### src/rtl/axi_pkg.sv
// Shared AXI definitions for the single-beat master and the slave-side blocks:
// burst/size/response encodings and the transaction FSM state type.
package axi_pkg;

    localparam logic [1:0] BURST_INCR  = 2'b01;

    localparam logic [1:0] RESP_OKAY   = 2'b00;
    localparam logic [1:0] RESP_EXOKAY = 2'b01;
    localparam logic [1:0] RESP_SLVERR = 2'b10;
    localparam logic [1:0] RESP_DECERR = 2'b11;

    localparam logic [2:0] SIZE_4B     = 3'b010;

    typedef enum logic [2:0] {
        IDLE,
        WR_ADDR_DATA,
        WR_RESP,
        RD_ADDR,
        RD_DATA,
        DONE
    } axi_state_e;

endpackage

### src/rtl/axi_master.sv
// Single-outstanding, single-beat AXI master: one command in, one AXI
// transaction out, one registered completion pulse back.
module axi_master
    import axi_pkg::*;
#(
    parameter int addr_width   = 3,
    parameter int data_width   = 32,
    parameter int strb         = 4,
    parameter int resp         = 2,
    parameter int len          = 8,
    parameter int size         = 3,
    parameter int burst_length = 2,
    parameter int cache        = 4,
    parameter int prot         = 3
) (
    input  logic                    aclk,
    input  logic                    aresetn,

    input  logic                    cmd_valid,
    output logic                    cmd_ready,
    input  logic                    cmd_write,
    input  logic [addr_width-1:0]   cmd_addr,
    input  logic [data_width-1:0]   cmd_wdata,
    input  logic [strb-1:0]         cmd_wstrb,

    output logic                    rsp_valid,
    output logic                    rsp_write,
    output logic [data_width-1:0]   rsp_rdata,
    output logic [resp-1:0]         rsp_resp,

    output logic                    awid,
    output logic [addr_width-1:0]   awaddr,
    output logic [len-1:0]          awlen,
    output logic [size-1:0]         awsize,
    output logic [burst_length-1:0] awburst,
    output logic                    awlock,
    output logic [cache-1:0]        awcache,
    output logic [prot-1:0]         awprot,
    output logic                    awqos,
    output logic                    awregion,
    output logic                    awuser,
    output logic                    awvalid,
    input  logic                    awready,

    output logic                    wid,
    output logic [data_width-1:0]   wdata,
    output logic [strb-1:0]         wstrb,
    output logic                    wlast,
    output logic                    wuser,
    output logic                    wvalid,
    input  logic                    wready,

    input  logic                    bid,
    input  logic [resp-1:0]         bresp,
    input  logic                    buser,
    input  logic                    bvalid,
    output logic                    bready,

    output logic                    arid,
    output logic [addr_width-1:0]   araddr,
    output logic [len-1:0]          arlen,
    output logic [size-1:0]         arsize,
    output logic [burst_length-1:0] arburst,
    output logic                    arlock,
    output logic [cache-1:0]        arcache,
    output logic [prot-1:0]         arprot,
    output logic                    arqos,
    output logic                    arregion,
    output logic                    aruser,
    output logic                    arvalid,
    input  logic                    arready,

    input  logic                    rid,
    input  logic [data_width-1:0]   rdata,
    input  logic [resp-1:0]         rresp,
    input  logic                    rlast,
    input  logic                    ruser,
    input  logic                    rvalid,
    output logic                    rready
);

    axi_state_e              state_q, state_d;
    logic                    cmd_ready_q, cmd_ready_d;
    logic                    awvalid_q, awvalid_d;
    logic                    wvalid_q, wvalid_d;
    logic                    arvalid_q, arvalid_d;
    logic                    bready_q, bready_d;
    logic                    rready_q, rready_d;
    logic                    rsp_valid_q, rsp_valid_d;
    logic                    rsp_write_q, rsp_write_d;
    logic [addr_width-1:0]   awaddr_q, awaddr_d;
    logic [addr_width-1:0]   araddr_q, araddr_d;
    logic [data_width-1:0]   wdata_q, wdata_d;
    logic [strb-1:0]         wstrb_q, wstrb_d;
    logic [data_width-1:0]   rsp_rdata_q, rsp_rdata_d;
    logic [resp-1:0]         rsp_resp_q, rsp_resp_d;

    logic unused_ids;
    assign unused_ids = ^{bid, buser, rid, ruser};

    always_comb begin
        state_d     = state_q;
        awvalid_d   = awvalid_q;
        wvalid_d    = wvalid_q;
        arvalid_d   = arvalid_q;
        bready_d    = 1'b0;
        rready_d    = 1'b0;
        rsp_valid_d = 1'b0;
        rsp_write_d = rsp_write_q;
        awaddr_d    = awaddr_q;
        araddr_d    = araddr_q;
        wdata_d     = wdata_q;
        wstrb_d     = wstrb_q;
        rsp_rdata_d = rsp_rdata_q;
        rsp_resp_d  = rsp_resp_q;

        case (state_q)
            IDLE: begin
                if (cmd_valid && cmd_ready_q) begin
                    if (cmd_write) begin
                        state_d   = WR_ADDR_DATA;
                        awvalid_d = 1'b1;
                        wvalid_d  = 1'b1;
                        awaddr_d  = cmd_addr;
                        wdata_d   = cmd_wdata;
                        wstrb_d   = cmd_wstrb;
                    end else begin
                        state_d   = RD_ADDR;
                        arvalid_d = 1'b1;
                        araddr_d  = cmd_addr;
                    end
                end
            end
            WR_ADDR_DATA: begin
                // AW and W retire independently; leave once neither is pending
                if (awvalid_q && awready) awvalid_d = 1'b0;
                if (wvalid_q && wready)   wvalid_d  = 1'b0;
                if (!awvalid_d && !wvalid_d) begin
                    state_d  = WR_RESP;
                    bready_d = 1'b1;
                end
            end
            WR_RESP: begin
                if (bvalid && bready_q) begin
                    state_d     = DONE;
                    rsp_valid_d = 1'b1;
                    rsp_write_d = 1'b1;
                    rsp_rdata_d = '0;
                    rsp_resp_d  = bresp;
                end else begin
                    bready_d = 1'b1;
                end
            end
            RD_ADDR: begin
                if (arvalid_q && arready) begin
                    state_d   = RD_DATA;
                    arvalid_d = 1'b0;
                    rready_d  = 1'b1;
                end
            end
            RD_DATA: begin
                if (rvalid && rready_q) begin
                    state_d     = DONE;
                    rsp_valid_d = 1'b1;
                    rsp_write_d = 1'b0;
                    rsp_rdata_d = rdata;
                    // a single-beat read must end with rlast; anything else is a slave error
                    rsp_resp_d  = rlast ? rresp : RESP_SLVERR;
                end else begin
                    rready_d = 1'b1;
                end
            end
            DONE: begin
                state_d = IDLE;
            end
            default: begin
                state_d   = IDLE;
                awvalid_d = 1'b0;
                wvalid_d  = 1'b0;
                arvalid_d = 1'b0;
            end
        endcase

        cmd_ready_d = (state_d == IDLE);
    end

    always_ff @(posedge aclk or negedge aresetn) begin
        if (!aresetn) begin
            state_q     <= IDLE;
            cmd_ready_q <= 1'b1;
            awvalid_q   <= 1'b0;
            wvalid_q    <= 1'b0;
            arvalid_q   <= 1'b0;
            bready_q    <= 1'b0;
            rready_q    <= 1'b0;
            rsp_valid_q <= 1'b0;
            rsp_write_q <= 1'b0;
            awaddr_q    <= '0;
            araddr_q    <= '0;
            wdata_q     <= '0;
            wstrb_q     <= '0;
            rsp_rdata_q <= '0;
            rsp_resp_q  <= '0;
        end else begin
            state_q     <= state_d;
            cmd_ready_q <= cmd_ready_d;
            awvalid_q   <= awvalid_d;
            wvalid_q    <= wvalid_d;
            arvalid_q   <= arvalid_d;
            bready_q    <= bready_d;
            rready_q    <= rready_d;
            rsp_valid_q <= rsp_valid_d;
            rsp_write_q <= rsp_write_d;
            awaddr_q    <= awaddr_d;
            araddr_q    <= araddr_d;
            wdata_q     <= wdata_d;
            wstrb_q     <= wstrb_d;
            rsp_rdata_q <= rsp_rdata_d;
            rsp_resp_q  <= rsp_resp_d;
        end
    end

    assign cmd_ready = cmd_ready_q;
    assign rsp_valid = rsp_valid_q;
    assign rsp_write = rsp_write_q;
    assign rsp_rdata = rsp_rdata_q;
    assign rsp_resp  = rsp_resp_q;

    assign awid     = 1'b0;
    assign awaddr   = awaddr_q;
    assign awlen    = '0;
    assign awsize   = SIZE_4B;
    assign awburst  = BURST_INCR;
    assign awlock   = 1'b0;
    assign awcache  = '0;
    assign awprot   = '0;
    assign awqos    = 1'b0;
    assign awregion = 1'b0;
    assign awuser   = 1'b0;
    assign awvalid  = awvalid_q;

    assign wid    = 1'b0;
    assign wdata  = wdata_q;
    assign wstrb  = wstrb_q;
    assign wlast  = wvalid_q;
    assign wuser  = 1'b0;
    assign wvalid = wvalid_q;

    assign bready = bready_q;

    assign arid     = 1'b0;
    assign araddr   = araddr_q;
    assign arlen    = '0;
    assign arsize   = SIZE_4B;
    assign arburst  = BURST_INCR;
    assign arlock   = 1'b0;
    assign arcache  = '0;
    assign arprot   = '0;
    assign arqos    = 1'b0;
    assign arregion = 1'b0;
    assign aruser   = 1'b0;
    assign arvalid  = arvalid_q;

    assign rready = rready_q;

endmodule

### config.mk
export PLATFORM = sky130hd
export DESIGN_NAME = axi_master
export DESIGN_NICKNAME = d
export VERILOG_FILES = /design/src/rtl/axi_pkg.sv /design/src/rtl/axi_master.sv
export SDC_FILE = /design/constraint.sdc
export NUM_CORES = 1
export LEC_CHECK = 0
export ABC_AREA = 1
export CAP_MARGIN = 20
export CORE_AREA = 5 5 106 108
export CTS_CLUSTER_DIAMETER = 60
export CTS_CLUSTER_SIZE = 28
export DETAILED_ROUTE_END_ITERATION = 16
export DIE_AREA = 0 0 111 113
export GPL_TIMING_DRIVEN = 0
export MAX_ROUTING_LAYER = met4
export PLACE_DENSITY = 0.82
export SLEW_MARGIN = 40
export SYNTH_ARGS = -nofsm -noshare
export SYNTH_HDL_FRONTEND = slang
export SYNTH_SLANG_ARGS = --single-unit
### constraint.sdc
create_clock -name aclk -period 3.7 [get_ports aclk]
set_input_delay 0.74 -clock aclk [delete_from_list [all_inputs] [get_ports aclk]]
set_output_delay 0.74 -clock aclk [all_outputs]
set_load 0.005 [all_outputs]
==> qor.json, run 1 <==
{
  "status": {
    "status": "completed"
  },
  "yosys": {
    "synth.top_cells.by_area": "dfrtp_1 (51%), nand2_1 (13%), nand3_1 (11%), buf_4 (9.9%), nand3_2 (5.5%)",
    "yosysWarnings": 0,
    "synth-compound-area-share_pct": 1.73,
    "synth-adder-area-share_pct": 0.598,
    "synth_largest_type_area_fraction_pct": 51.4,
    "yosysUniqueCellTypes": 24,
    "proportion_of_synthesized_area_in_mux_cells_pct": 0,
    "post_synth_and_or_nand_nor_area_fraction_pct": 30.4,
    "post_synth_xor_area_fraction_pct": 0,
    "post_synth_inst_count": 473,
    "synthesis.area_per_instance_um2": 8.85,
    "async_reset_ff_share_pct": 100,
    "synth_largest_area_cell": "dfrtp_1",
    "sequential_fraction_of_the_synthesis_area_pct": 52.1,
    "synthesis.area_um2": 4180,
    "ys_seq_elements": 87,
    "dominant_combinational_cell_family_by_area_after_synthesis": "simple AND/OR/NAND/NOR gates",
    "synth-edff-count": 0,
    "synth-main-ff-cell": "dfrtp_1"
  },
  "floorplan": {
    "fp-row-count": 37,
    "die_height_um": 113,
    "fp.dieArea_um2": 12500,
    "placeable_core_region_um2": 10100,
    "die_w_um": 111,
    "pin_count": 226,
    "floorplan.initialDensity_pct": 41.3
  },
  "setup_path": {
    "critical-path-slowest-cell": "dfstp_2",
    "cp_cell_sequence": "clkdlybuf4s50_1",
    "setup.reg_to_reg.worst_slack_ns": 2.08,
    "path_max_fanout": 2,
    "critPathTopFamily": "flip-flops",
    "critPathKind": "reg2out",
    "critPathMaxStageDelay_ns": 0.54,
    "critical_r2r_capture": "wdata[21]",
    "timing.critical_path.required_ns": 2.96,
    "levels_on_crit_path": 1,
    "worst-path-buf-inv": 1,
    "worst_r2r_startpoint": "state_q[1]",
    "end_kind": "output pin",
    "start_kind": "flip-flop",
    "r2r.worst_path.cells": 7,
    "critPathArrivalTime_ns": 1.42
  },
  "sta": {
    "unrepaired_setup_endpoints_after_global_routing": "false",
    "skew_ns": 0.0114,
    "final-setup-viol-count": 0,
    "final-max-slew-violation-count": 0,
    "finalWorstPathRequiredPeriod_ns": 2.16,
    "hold_viol": 0,
    "highest_clock_rate_mhz": 463,
    "period_share_pct": 58.3
  },
  "final_layout": {
    "finalNonFillerCells": 845,
    "nets": 795,
    "postLayoutCoreUtil_pct": 64.1,
    "most-common-layout-cells": "clkdlybuf4s50_1 (168), nand2_1 (140), nand3_1 (89)",
    "antenna-diode-count": 0,
    "final_cell_area_um2": 6490,
    "synth_to_final_area_change_pct": 55.2,
    "leading_cell_type_in_the_layout_fill_and_taps_excluded": "clkdlybuf4s50_1",
    "drive_above_1_share_pct": 16.5,
    "number_of_fill_cells_in_the_layout": 824
  },
  "pwr": {
    "power.ir.vdd_worst_uv": 355,
    "leakagePower_nw": 3.32,
    "power-per-cell-area_nw_per_um2": 621
  },
  "grt": {
    "overflow": 0,
    "overall_fraction_of_global_route_tracks_in_use_pct": 20.0,
    "pin_count_of_the_biggest_net_entering_global_routing": 57,
    "grt_pass1_vias": 3957,
    "grt_first_pass_wirelength_mm": 19.5,
    "grt_antenna_before_repair": 0
  },
  "cts": {
    "clk_path_buf_depth": 2,
    "postCtsResizedCells": 0,
    "ctsRootBufferMaster": "clkbuf_8",
    "cts_tree": "yes",
    "cts_setup_buffers": 0,
    "cts_inserted_buffers": 9,
    "clock_sink_count": 87,
    "cts_htree_levels": 3,
    "holdBufCountCts": 0,
    "clk-insertion-delay-late_ns": 0.35,
    "clk_pin_slew_ns": 0.09
  },
  "job": {
    "maxCapViolations": 0
  },
  "drt": {
    "detail-route-antenna-nets": 0,
    "drt_drc_violations_left": 0,
    "drt_first_iter_violations": 213,
    "post_drt_wl_per_cell_um": 14.3,
    "drt-vias-per-instance": 4.55,
    "vias": 3841,
    "first_pass_iters": 4,
    "wl_mm": 12.1
  },
  "placement": {
    "dpl.cell_count": 829,
    "placed_area_um2": 6260,
    "port_buffer_cells": 169,
    "gp_congestion": 0.810,
    "post-dp-hpwl_mm": 9.55
  },
  "worst_hold_path": {
    "hold_path_class": "in2async"
  }
}
==> report_power, final <==
part,internal [mW],switching [mW],total [mW]
combinational,0.960,0.777,1.74
sequential,1.31,0.226,1.54
clock,0.416,0.344,0.760
total,2.69,1.35,4.03
==> Yosys cell counts, types with 3 or more instances <==
| library cell | number |
|---|---|
| nand2_1 | 140 |
| nand3_1 | 89 |
| dfrtp_1 | 86 |
| buf_4 | 55 |
| nand3_2 | 23 |
| inv_1 | 19 |
| buf_2 | 10 |
| clkbuf_1 | 10 |
| nor2_1 | 9 |
| o21ai_1 | 6 |
| a21oi_1 | 3 |
| inv_2 | 3 |
| o21ai_0 | 3 |
==> through the flow <==
stage                     total power, mW  hold slack (ns)  setup slack, ns  TNS (ns)
after floorplan                      2.25            0.444             2.18         0
after global placement               3.23            0.453            -1.23   -105.11
after detailed placement             3.29            0.462             1.28         0
after CTS                            4.07            0.244             1.51         0
after global routing                 4.34            0.259             1.49         0
final                                4.03            0.257             1.54         0
==> area by class of cell <==
type                    instances  area (µm²)  share of cell area (%)
well taps                     136         170                    2.62
repair buffers                170        1720                    26.5
multi-input cells             335        1570                    24.1
plain buffers                  78         542                    8.34
clock buffers                  11         151                    2.33
inverters                      23        86.3                    1.33
clock inverters                 5        80.1                    1.23
flip-flops and latches         87        2180                    33.5
==> state kept, by name, summed over array words and instances, names as in the netlist, 2 cells and up <==
register and count:
araddr 3, state_q 3, awaddr 3, rsp_resp 2
rsp_rdata 32, wstrb 4, wdata 32
==> cells by family after synthesis <==
kind of cell             count (synthesis)
AO/OA/AOI/OAI                           14
other                                    2
flip-flops                              87
buffers and inverters                  101
adder cells (fa/ha/maj)                  2
AND/OR/NAND/NOR                        267
==> per-layer routing <==
metal  GRT usage [%]  wire length (µm)  vias to the layer above  share of wire, %
met5               -                 0                        -                 0
met1            23.4              5060                     1776                42
met4            7.31               204                        0               1.7
met3            7.27              1270                       14                10
li1                -                 -                     1878                 -
met2            31.9              5570                      173                46
==> worst max path at each step <==
stage | slack [ns] | to | start
floorplan | 2.18 | awaddr[1] | cmd_valid
global placement | -1.23 | rsp_rdata[5] | aresetn
detailed placement | 1.28 | wdata[10] | cmd_write
CTS | 1.51 | cmd_ready | cmd_ready
global route | 1.49 | cmd_ready | cmd_ready
finish | 1.54 | cmd_ready | cmd_ready
Note: power is estimated with default switching activity, not from simulation.
==> run 2: changes to the inputs <==
Settings changed: CORE_AREA 5 5 106 108 to 5 5 110 112, DIE_AREA 0 0 111 113 to 0 0 115 117, PLACE_DENSITY 0.82 to 0.76.
Clock period 3.7 ns to 2.1 ns, I/O delays scaled along.
==> qor.json, run 2 (synthesized netlist as in run 1, its figures left out) <==
{
  "drt": {
    "vias": 3871,
    "drt_first_iter_violations": 201,
    "drt_drc_violations_left": 0,
    "post_drt_wl_per_cell_um": 14.3,
    "detail-route-antenna-nets": 0,
    "drt-vias-per-instance": 4.54,
    "wl_mm": 12.2,
    "first_pass_iters": 4
  },
  "floorplan": {
    "fp-row-count": 39,
    "die_height_um": 117,
    "pin_count": 226,
    "fp.dieArea_um2": 13500,
    "placeable_core_region_um2": 11100,
    "floorplan.initialDensity_pct": 37.6,
    "die_w_um": 115
  },
  "placement": {
    "gp_congestion": 0.810,
    "placement.setup.worst_slack_ns": -0.00788,
    "dpl.cell_count": 836,
    "port_buffer_cells": 169,
    "post-dp-hpwl_mm": 9.57
  },
  "final_layout": {
    "leading_cell_type_in_the_layout_fill_and_taps_excluded": "clkdlybuf4s50_1",
    "number_of_fill_cells_in_the_layout": 987,
    "finalNonFillerCells": 852,
    "antenna-diode-count": 0,
    "drive_above_1_share_pct": 16.5,
    "nets": 795,
    "synth_to_final_area_change_pct": 57.4,
    "most-common-layout-cells": "clkdlybuf4s50_1 (168), nand2_1 (140), nand3_1 (89)"
  },
  "pwr": {
    "fin_total_pwr_mw": 7.45,
    "power-per-cell-area_nw_per_um2": 1130,
    "leakagePower_nw": 3.35,
    "power.ir.vdd_worst_uv": 591
  },
  "sta": {
    "highest_clock_rate_mhz": 555,
    "hold_viol": 0,
    "max_slew_margin_pct": 65.2,
    "period_share_pct": 85.8,
    "unrepaired_setup_endpoints_after_global_routing": "false",
    "finalWorstPathRequiredPeriod_ns": 1.80,
    "worst_slew_pin_tran_ns": 0.522,
    "whs_ns": 0.00623,
    "final-max-slew-violation-count": 0,
    "skew_ns": 0.00897,
    "final-setup-viol-count": 0,
    "postLayoutSetupSlackWorst_ns": 0.298,
    "timing.setup.tns_ns": 0
  },
  "setup_path": {
    "critPathKind": "reg2out",
    "path_max_fanout": 2,
    "worst_r2r_startpoint": "state_q[1]",
    "critPathMaxStageDelay_ns": 0.53,
    "r2r.worst_path.cells": 7,
    "critical_r2r_capture": "rsp_rdata[11]",
    "critical-path-slowest-cell": "dfstp_2",
    "timing.critical_path.required_ns": 1.68,
    "end_kind": "output pin",
    "setup.reg_to_reg.worst_slack_ns": 0.51,
    "start_kind": "flip-flop",
    "worst-path-buf-inv": 1,
    "critPathArrivalTime_ns": 1.38,
    "critPathTopFamily": "flip-flops",
    "cp_cell_sequence": "clkdlybuf4s50_1"
  },
  "cts": {
    "cts_inserted_buffers": 9,
    "cts_htree_levels": 3,
    "clk_path_buf_depth": 2,
    "clk-insertion-delay-late_ns": 0.33,
    "cts_tree": "yes",
    "clock_sink_count": 87,
    "cts_setup_buffers": 0,
    "holdBufCountCts": 0,
    "clk_pin_slew_ns": 0.06,
    "postCtsResizedCells": 0,
    "ctsRootBufferMaster": "clkbuf_16"
  },
  "status": {
    "status": "completed"
  },
  "job": {
    "maxCapViolations": 0
  },
  "grt": {
    "grt_first_pass_wirelength_mm": 19.2,
    "grt_pass1_vias": 3948,
    "grt_antenna_before_repair": 0,
    "overall_fraction_of_global_route_tracks_in_use_pct": 18.6,
    "overflow": 0,
    "pin_count_of_the_biggest_net_entering_global_routing": 47
  },
  "worst_hold_path": {
    "hold_path_class": "in2async"
  }
}
[run 2: per-stage QoR]
step	area, µm²	util [%]
2_1_floorplan	4370	-
6_report	6590	59.2
3_3_place_gp	6240	56.1
3_5_place_dp	6260	56.3
5_1_grt	6590	59.2
4_1_cts	6590	59.2
[run 2: metal layers]
layer	up-vias	wire length, µm	global-route usage, %
met5	-	0	-
met4	0	166	5.48
met3	13	1460	7.40
met2	197	5570	28.9
met1	1783	5030	22.5
li1	1878	-	-
[run 2: how the worst max path moves through the flow]
stage,endpoint,cells past startpoint,from,slack [ns]
after floorplan,awaddr[1],8,cmd_ready,0.79
after global placement,rsp_rdata[3],1,aresetn,-2.53
after detailed placement,wdata[26],5,cmd_write,-0.008
after CTS,cmd_ready,1,cmd_ready,0.27
after global routing,wdata[10],5,cmd_write,0.23
final,cmd_ready,1,cmd_ready,0.30
[run 2: area by class of cell]
cell class / count / area, µm² / share of cell area [%]
Timing Repair Buffer: 170 / 1710 / 26.0
Multi-Input combinational cell: 335 / 1570 / 23.8
Clock buffer: 9 / 225 / 3.42
Sequential cell: 87 / 2180 / 33.1
Tap cell: 143 / 179 / 2.72
Clock inverter: 7 / 96.3 / 1.46
Buffer: 78 / 542 / 8.23
Inverter: 23 / 86.3 / 1.31
[run 2: where the power goes]
part | total, mW | switching (mW) | internal [mW]
combinational | 3.03 | 1.34 | 1.69
clock | 1.70 | 0.652 | 1.04
sequential | 2.73 | 0.413 | 2.32
==> run 3: changes to the inputs <==
Clock period 2.1 ns to 1.9 ns, I/O delays scaled along.
==> qor.json, run 3 (synthesized netlist as in run 1, its figures left out) <==
{
  "status": {
    "status": "completed"
  },
  "final_layout": {
    "synth_to_final_area_change_pct": 57.6,
    "drive_above_1_share_pct": 16.5,
    "postLayoutCoreUtil_pct": 59.3,
    "leading_cell_type_in_the_layout_fill_and_taps_excluded": "clkdlybuf4s50_1",
    "nets": 796,
    "most-common-layout-cells": "clkdlybuf4s50_1 (168), nand2_1 (140), nand3_1 (89)",
    "number_of_fill_cells_in_the_layout": 986,
    "antenna-diode-count": 0
  },
  "sta": {
    "finalWorstPathRequiredPeriod_ns": 1.76,
    "period_share_pct": 92.7,
    "final-max-slew-violation-count": 0,
    "worst_slew_pin_tran_ns": 0.522,
    "whs_ns": 0.473,
    "max_slew_margin_pct": 65.2,
    "timing.setup.tns_ns": 0,
    "hold_viol": 0,
    "highest_clock_rate_mhz": 568,
    "skew_ns": 0.00880,
    "unrepaired_setup_endpoints_after_global_routing": "false",
    "final-setup-viol-count": 0,
    "postLayoutSetupSlackWorst_ns": 0.139
  },
  "cts": {
    "postCtsResizedCells": 0,
    "clk_path_buf_depth": 2,
    "clk-insertion-delay-late_ns": 0.33,
    "clk_pin_slew_ns": 0.06,
    "cts_htree_levels": 3,
    "clock_sink_count": 87,
    "cts_tree": "yes",
    "cts_inserted_buffers": 9,
    "ctsRootBufferMaster": "clkbuf_16"
  },
  "grt": {
    "grt_pass1_vias": 3961,
    "pin_count_of_the_biggest_net_entering_global_routing": 47,
    "grt_antenna_before_repair": 0,
    "grt_first_pass_wirelength_mm": 19.3,
    "overflow": 0,
    "overall_fraction_of_global_route_tracks_in_use_pct": 18.7
  },
  "floorplan": {
    "fp-row-count": 39,
    "fp.dieArea_um2": 13500,
    "floorplan.initialDensity_pct": 37.6,
    "pin_count": 226,
    "die_w_um": 115,
    "die_height_um": 117,
    "placeable_core_region_um2": 11100
  },
  "pwr": {
    "power-per-cell-area_nw_per_um2": 1250,
    "leakagePower_nw": 3.35,
    "fin_total_pwr_mw": 8.24,
    "power.ir.vdd_worst_uv": 656
  },
  "setup_path": {
    "critical-path-slowest-cell": "dfstp_2",
    "worst-path-buf-inv": 1,
    "cp_cell_sequence": "clkdlybuf4s50_1",
    "critPathTopFamily": "flip-flops",
    "critPathArrivalTime_ns": 1.38,
    "worst_r2r_startpoint": "state_q[1]",
    "critPathMaxStageDelay_ns": 0.53,
    "start_kind": "flip-flop",
    "end_kind": "output pin",
    "path_max_fanout": 2,
    "timing.critical_path.required_ns": 1.52,
    "setup.reg_to_reg.worst_slack_ns": 0.31,
    "critical_r2r_capture": "rsp_rdata[11]",
    "critPathKind": "reg2out",
    "r2r.worst_path.cells": 7
  },
  "worst_hold_path": {
    "hp-start": "wdata[15]",
    "worst_hold_path.num_cells": 2,
    "hold_path_class": "reg2reg",
    "worst_hold_path.endpoint": "wdata[15]"
  },
  "placement": {
    "placement.setup.worst_slack_ns": -0.168,
    "gp_congestion": 0.810,
    "port_buffer_cells": 169,
    "post-dp-hpwl_mm": 9.57
  },
  "drt": {
    "detail-route-antenna-nets": 0,
    "post_drt_wl_per_cell_um": 14.4,
    "drt_first_iter_violations": 218,
    "vias": 3890,
    "wl_mm": 12.2,
    "drt-vias-per-instance": 4.56,
    "drt_drc_violations_left": 0,
    "first_pass_iters": 4
  },
  "job": {
    "maxCapViolations": 0
  }
}
[run 3: cell types whose count changed in the layout (fill, tap and decap cells not counted)]
cell	before	now
dlygate4sd3_1	0	1
[run 3: per-layer routing]
metal,part of all wire (%),track usage (%)
met5,0,-
met4,1.4,5.48
met3,11,7.51
met2,46,29.1
met1,42,22.4
[run 3: per-stage QoR]
stage / area [µm²] / std cells
2_1_floorplan: 4370 / 523
3_3_place_gp: 6240 / 835
3_5_place_dp: 6260 / 836
4_1_cts: 6600 / 853
5_1_grt: 6600 / 853
6_report: 6600 / 853
[run 3: layout make-up]
class / count / area (µm²) / share of cell area, %
Multi-Input combinational cell: 335 / 1570 / 23.7
Clock inverter: 7 / 96.3 / 1.46
Timing Repair Buffer: 171 / 1720 / 26.1
Clock buffer: 9 / 225 / 3.41
Inverter: 23 / 86.3 / 1.31
Sequential cell: 87 / 2180 / 33.0
Tap cell: 143 / 179 / 2.71
Buffer: 78 / 542 / 8.21
[run 3: worst max-delay path by stage]
| stage | to | depth (start not counted) | slack (ns) | from |
|---|---|---|---|---|
| floorplan | awaddr[1] | 8 | 0.59 | cmd_ready |
| global placement | rsp_rdata[3] | 1 | -2.69 | aresetn |
| detailed placement | wdata[26] | 5 | -0.17 | cmd_write |
| CTS | cmd_ready | 1 | 0.11 | cmd_ready |
| global route | wdata[10] | 5 | 0.07 | cmd_write |
| finish | cmd_ready | 1 | 0.14 | cmd_ready |
[run 3: tightest hold or removal path, cell delays in order, from the launching register on]
cell,delay (ns)
dfrtp_1,0.34
nand2_1,0.05
nand2_1,0.05
[run 3: power breakdown]
part	switching, mW	total (mW)	internal (mW)
logic	1.48	3.35	1.87
registers	0.457	3.02	2.56
clock network	0.720	1.87	1.15
total	2.66	8.24	5.58
[run 3: repair_timing]
action                    CTS  global route
buffers inserted            0             0
hold endpoints to repair   44             0
hold buffers                1             0
